--- src/rtl/leaf_stream_fifo.sv ---
// Leaf buffering stage: valid/ready byte FIFO of DEPTH entries with a running
// dequeue counter and XOR checksum of every word handed downstream.
module leaf_stream_fifo #(
  parameter int DATA_W = 8,
  parameter int DEPTH  = 4,
  parameter int CNT_W  = 16
) (
  input  logic                         clk,
  input  logic                         rst,
  input  logic                         in_valid,
  output logic                         in_ready,
  input  logic [DATA_W-1:0]            in_data,
  output logic                         out_valid,
  input  logic                         out_ready,
  output logic [DATA_W-1:0]            out_data,
  output logic [$clog2(DEPTH+1)-1:0]   count,
  output logic [CNT_W-1:0]             deq_cnt,
  output logic [DATA_W-1:0]            deq_sum,
  output logic                         full,
  output logic                         empty
);

  localparam int PTR_W = $clog2(DEPTH);
  localparam int OCC_W = $clog2(DEPTH + 1);
  localparam logic [OCC_W-1:0] OCC_FULL = OCC_W'(DEPTH);

  logic [DATA_W-1:0] mem_q [DEPTH];
  logic [DATA_W-1:0] mem_d [DEPTH];
  logic [PTR_W-1:0]  wr_ptr_q, wr_ptr_d;
  logic [PTR_W-1:0]  rd_ptr_q, rd_ptr_d;
  logic [OCC_W-1:0]  count_q, count_d;
  logic [CNT_W-1:0]  deq_cnt_q, deq_cnt_d;
  logic [DATA_W-1:0] deq_sum_q, deq_sum_d;

  logic              full_s, empty_s;
  logic              push_s, pop_s;
  logic [DATA_W-1:0] head_s;

  // Status flags and handshakes depend only on registered occupancy, so
  // in_ready never sees out_ready combinationally.
  always_comb begin
    full_s  = (count_q == OCC_FULL);
    empty_s = (count_q == OCC_W'(0));
    push_s  = in_valid & ~full_s;
    pop_s   = out_ready & ~empty_s;
    // Storage is never reset, so the head is forced to zero while empty.
    if (empty_s) begin
      head_s = DATA_W'(0);
    end else begin
      head_s = mem_q[rd_ptr_q];
    end
  end

  // Next-state for pointers, occupancy and the dequeue statistics.
  always_comb begin
    wr_ptr_d  = wr_ptr_q;
    rd_ptr_d  = rd_ptr_q;
    count_d   = count_q;
    deq_cnt_d = deq_cnt_q;
    deq_sum_d = deq_sum_q;
    if (push_s) begin
      wr_ptr_d = wr_ptr_q + PTR_W'(1);
    end else begin
      wr_ptr_d = wr_ptr_q;
    end
    if (pop_s) begin
      rd_ptr_d  = rd_ptr_q + PTR_W'(1);
      deq_cnt_d = deq_cnt_q + CNT_W'(1);
      deq_sum_d = deq_sum_q ^ head_s;
    end else begin
      rd_ptr_d  = rd_ptr_q;
      deq_cnt_d = deq_cnt_q;
      deq_sum_d = deq_sum_q;
    end
    case ({push_s, pop_s})
      2'b10:   count_d = count_q + OCC_W'(1);
      2'b01:   count_d = count_q - OCC_W'(1);
      default: count_d = count_q;
    endcase
  end

  // Storage write port.
  always_comb begin
    mem_d = mem_q;
    if (push_s) begin
      mem_d[wr_ptr_q] = in_data;
    end else begin
      mem_d[wr_ptr_q] = mem_q[wr_ptr_q];
    end
  end

  // Control state register with asynchronous reset.
  always_ff @(posedge clk or posedge rst) begin
    if (rst) begin
      wr_ptr_q  <= PTR_W'(0);
      rd_ptr_q  <= PTR_W'(0);
      count_q   <= OCC_W'(0);
      deq_cnt_q <= CNT_W'(0);
      deq_sum_q <= DATA_W'(0);
    end else begin
      wr_ptr_q  <= wr_ptr_d;
      rd_ptr_q  <= rd_ptr_d;
      count_q   <= count_d;
      deq_cnt_q <= deq_cnt_d;
      deq_sum_q <= deq_sum_d;
    end
  end

  // Data storage, deliberately left out of reset.
  always_ff @(posedge clk) begin
    mem_q <= mem_d;
  end

  assign in_ready  = ~full_s;
  assign out_valid = ~empty_s;
  assign out_data  = head_s;
  assign count     = count_q;
  assign deq_cnt   = deq_cnt_q;
  assign deq_sum   = deq_sum_q;
  assign full      = full_s;
  assign empty     = empty_s;

endmodule

--- config.mk ---
export PLATFORM = sky130hd
export DESIGN_NAME = leaf_stream_fifo
export DESIGN_NICKNAME = d
export VERILOG_FILES = /design/src/rtl/leaf_stream_fifo.sv
export SDC_FILE = /design/constraint.sdc
export NUM_CORES = 1
export LEC_CHECK = 0
export BUFFER_PORTS_ARGS = -buffer_cell sky130_fd_sc_hd__buf_2
export CORE_ASPECT_RATIO = 0.7
export CORE_MARGIN = 4
export CORE_UTILIZATION = 35
export CTS_CLUSTER_SIZE = 10
export DETAILED_ROUTE_END_ITERATION = 8
export PLACE_DENSITY = 0.64
export REMOVE_ABC_BUFFERS = 1
export SLEW_MARGIN = 30
export SYNTH_ARGS = -nofsm -noshare
export SYNTH_HDL_FRONTEND = slang
export SYNTH_SLANG_ARGS = --single-unit
--- constraint.sdc ---
create_clock -name clk -period 2.98 [get_ports clk]
set_clock_uncertainty 0.15 [all_clocks]
set_input_delay 0.596 -clock clk [delete_from_list [all_inputs] [get_ports clk]]
set_output_delay 0.596 -clock clk [all_outputs]
set_load 0.03 [all_outputs]
=== Word level (Yosys, flattened, before mapping) ===
Index checks and enable logic that the tools add are counted.

* Register bits: 63
* Word-level logic and storage cells: 43
* Input port bits: 12
* Output and inout port bits: 39

* Mux-type cells: 13
* Bitwise logic cells: 7
* $lt $le $gt $ge: 3
* Eq/ne operators: 3
* Reductions and logical operators: 3
* $add $sub $neg: 5

{| class="wikitable"
|+ Operators by type and width
! cell !! count
|-
| $bwmux 32 || 2
|-
| $mux 8 || 6
|-
| $bmux 8 s2 || 2
|-
| $mux 32 || 1
|-
| $add 16x1->16 const B || 1
|-
| $demux 8 s2 || 1
|-
| $xor 8x8->8 || 1
|-
| $ge 3x3->1 const B || 2
|-
| $not 2->3 || 2
|-
| $pmux 3 s2 || 1
|-
| $add 2x1->2 const B || 2
|-
| $add 3x1->3 const B || 1
|-
| $eq 3x3->1 const B || 1
|-
| $logic_not 3->1 || 1
|-
| $lt 3x1->1 const B || 1
|-
| $sub 3x1->3 const B || 1
|-
| $and 1x1->1 || 2
|-
| $eq 2x1->1 const B || 1
|-
| $eq 2x2->1 const B || 1
|-
| $not 1->1 || 2
|-
| $reduce_bool 2->1 || 1
|-
| $logic_and 1x1->1 || 1
|}

=== Longest topological paths before layout ===
* Depth after elaboration: 7
* Mapped depth: 9

=== Worst setup path before layout ===
No wires, ideal clock.

* Path type: register -> output
* Start: reg count_q[0] (netlist: count[0])
* End: out out_valid
* Arrival: 2.176 ns
* Setup slack: 0.058 ns
* Data required time: 2.234 ns
* Buffers on the path: 0
* Stages on the path, launching flop included: 3
* Path through: dfrtp_1 nor3_1 inv_1

* Word-level cells in the longest chain between the ends: 2

{| class="wikitable"
|+ RTL lines
! item !! RTL line !! text
|-
| start, declared || 31 || <nowiki>logic [OCC_W-1:0] count_q, count_d;</nowiki>
|-
| start signal, assigned || 103 || <nowiki>count_q <= count_d;</nowiki>
|-
| $logic_not 3->1 || 43 || <nowiki>empty_s = (count_q == OCC_W'(0));</nowiki>
|-
| named net empty || 20 || <nowiki>output logic empty</nowiki>
|-
| $not 1->1 || 115 || <nowiki>assign out_valid = ~empty_s;</nowiki>
|-
| end, declared || 13 || <nowiki>output logic out_valid,</nowiki>
|}

The timed path passes the listed nets, and every way through them passes these cells.

=== Final worst setup path ===
* Start: reg rd_ptr_q[0]
* End: out out_data[1]

* Word-level cells in the longest chain between the ends: 5

{| class="wikitable"
|+ RTL lines
! item !! RTL line !! text
|-
| start, declared || 30 || <nowiki>logic [PTR_W-1:0] rd_ptr_q, rd_ptr_d;</nowiki>
|-
| start signal, assigned || 102 || <nowiki>rd_ptr_q <= rd_ptr_d;</nowiki>
|-
| $not 2->3 (implied by the code) || 50 || <nowiki>head_s = mem_q[rd_ptr_q];</nowiki>
|-
| $bmux 8 s2 || 50 ||
|-
| $mux 8 (implied by the code) (2 in series) || 50 ||
|-
| $mux 8 || 47 || <nowiki>if (empty_s) begin</nowiki>
|-
| end, declared || 15 || <nowiki>output logic [DATA_W-1:0] out_data,</nowiki>
|}

No other way between the ends. The select of a mux whose other input is x is not followed.

==> qor.yml <==
outcome: "finished clean"
synth.area.top_cells: "edfxtp_1 31%, dfrtp_1 25%, mux4_2 11%, xnor2_1 6.7%, and2_1 6.4%"
cts_tree: "built"
total_power_mw: 4.897
wl_per_cell_um: 16.09
dp_hpwl_um: 4619
die_h_um: 87.32
drc: 0
rsz0062_at_grt: "no"
drv_slew: 0
syn_to_final_growth_pct: 21.92
cts-resized-gates: 0
vias: 1932
antenna_cells: 0
start_kind: "flop"
clk_pin_slew_ps: 50
htreeDepth: 3
final_nets: 300
gp_congestion: 0.7607
cp-end-kind: "output pin"
setup_violations: 0
m1WireLength_um: 3135
ys_ff_latch: 63
tightest_slew_ps: 722.7
dieArea_mm2: 0.01059
fp.coreArea_mm2: 0.008618
place_inst: 390
first_pass_iters: 4
ys_seq_area_frac: 0.5521
critPathTopFamily: "multiplexers"
max_freq_mhz: 407.1
start_util: 0.3650
numClockSinks: 63
period_minus_slack_ps: 2457
path_buf_inv: 2
cpPeakStageDelay_ps: 540
cellPowerDensity_mw_per_mm2: 1277
ys_types: 29
maxCapViolCount: 0
path_cells: "buf_4 > mux4_2 > nor2b_1 > buf_2"
cts-root-buf: "clkbuf_16"
syn_avg_cell_area_um2: 14.23
grt_pass1_wl_um: 10760
slew_headroom: 0.5182
cts_setup_buffers: 0
rows: 28
yosysTopAreaCellShare: 0.3055
crit_type: "reg2out"
grt_overflow: 0
ant_nets: 0
fp.dieW_um: 121.3
insertion_delay_ps: 330
slowest_stage: "mux4_2"
min_path_type: "in2async"
place.port_buffers: 50
final_cell_count_no_fill: 406
hold_buffers: 0
synth_area_mm2: 0.003146
layout-drive-gt1-share: 0.3392
syn_inst: 221
power_leakage_nw: 1.637
finalHoldViolations: 0
numCtsBuffers: 9
crit_fanout: 5
finalSetupTns_ps: 0
fill_cells: 825
antenna_found_initial: 0
yosysWarnings: 0
clockBufferDepth: 2
grt_pass1_vias: 2079
dr_wl_met2_um: 2896
grt_max_degree: 32
arrival_ps: 1710
routed_via_density: 4.759
drt-total-wl_um: 6532
fin_crit_sh: 0.8244
fin_util: 0.4450
routed.top_layer: "met4"
wl_met3_um: 366
gr-usage-all-layers: 0.1391
drtIter0Drc: 139
ir_drop_mv: 0.5921
io_pins: 51
synth_top_area_cell: "edfxtp_1"
crit_required_ps: 2230
[layout by cell type, fill, tap and decap left out]
| master | n |
|---|---|
| buf_2 | 50 |
| and2_1 | 32 |
| edfxtp_1 | 32 |
| dfrtp_1 | 31 |
| xnor2_1 | 24 |
| nand2_1 | 19 |
| mux4_2 | 16 |
| clkbuf_16 | 11 |
| inv_1 | 10 |
| nor2b_1 | 8 |
| mux2_4 | 7 |
| ha_1 | 6 |
| xor2_1 | 5 |
| buf_4 | 5 |
| nand4_1 | 4 |
| nand3_1 | 4 |
| nor3_1 | 3 |
| nor2_1 | 3 |
| clkbuf_1 | 3 |
| mux2_2 | 2 |
| clkinv_2 | 2 |
| o31ai_4 | 1 |
| nor4_1 | 1 |
| nor4_4 | 1 |
| and4_1 | 1 |
| and3_1 | 1 |
| mux2i_1 | 1 |
| or3b_4 | 1 |
| nand2_4 | 1 |
| fa_1 | 1 |
[layer usage]
metal / vias up / track usage
met5: - / 0
met4: 0 / 0.05392
met3: 11 / 0.06169
met2: 46 / 0.2075
met1: 975 / 0.1787
li1: 900 / -
[tightest hold or removal path: cells and delay by family]
| kind | cells | cell delay, ps |
|---|---|---|
| buf+inv | 3 | 490 |
[registers in the layout (all words and copies together) (netlist names)]
signal	cells
deq_sum	8
count	3
deq_cnt	16
wr_ptr_q	2
rd_ptr_q	2
mem_q	32
[power by group]
part	total (mW)	internal, mW	switching [mW]
combinational	2.19	0.959	1.23
sequential	1.69	1.36	0.324
clock	1.02	0.661	0.356
[synth_stat cells]
master / n
and2_1: 32
edfxtp_1: 32
dfrtp_1: 31
xnor2_1: 24
nand2_1: 19
mux4_2: 16
inv_1: 10
nor2b_1: 8
mux2_4: 7
ha_1: 6
xor2_1: 5
nand3_1: 4
nand4_1: 4
nor2_1: 3
nor3_1: 3
buf_2: 2
clkbuf_1: 2
mux2_2: 2
and3_1: 1
and4_1: 1
buf_12: 1
buf_4: 1
fa_1: 1
mux2i_1: 1
nand2_4: 1
nor4_1: 1
nor4_4: 1
o31ai_4: 1
or3b_4: 1
[final timing paths]
| path | slack [ps] | cells after the start | from | endpoint |
|---|---|---|---|---|
| setup / recovery | 520 | 4 | rd_ptr_q[0]$_DFFE_PP0P_ | out_data[1] |
| hold / removal | 190 | 3 | rst | deq_cnt[6]$_DFFE_PP0P_ |
| setup reg to reg | 540 | 8 | count[0]$_DFFE_PP0P_ | count[2]$_DFFE_PP0P_ |
| hold reg to reg | 310 | 1 | deq_sum[3]$_DFFE_PP0P_ | deq_sum[3]$_DFFE_PP0P_ |
| max in group asynchronous | 2190 | 3 | rst | deq_sum[6]$_DFFE_PP0P_ |
| min in group clk | 310 | 1 | deq_sum[3]$_DFFE_PP0P_ | deq_sum[3]$_DFFE_PP0P_ |
[cells by family after synthesis]
logic type / share of synthesized area
xor gates and xnor gates: 0.08075
buffers and inverters: 0.02626
muxes: 0.1583
AOI/OAI and AO/OA: 0.006762
DFF: 0.5521
and+or+nand+nor: 0.1456
adders and majority gates: 0.03023
[cell type report]
type | count | area, um^2 | share of cell area
multi-input cells | 142 | 1326 | 0.3458
well taps | 120 | 150.1 | 0.03915
inverters | 10 | 37.54 | 0.009788
clock inverters | 2 | 10.01 | 0.002610
flip-flops and latches | 63 | 1737 | 0.4529
repair buffers | 55 | 287.8 | 0.07504
clock buffers | 14 | 286.5 | 0.07471
[per-stage QoR]
stage | hold WS [ps] | setup WS [ps] | cell area, um^2
3_3_place_gp | 303.2 | 604.2 | 3538
6_report | 194.8 | 523.3 | 3835
2_1_floorplan | 477.9 | 58.22 | 3100
3_5_place_dp | 311.6 | 546.4 | 3538
5_1_grt | 245.2 | 385.9 | 3835
4_1_cts | 202.4 | 498.6 | 3835
(Power assumes the default switching activity.)
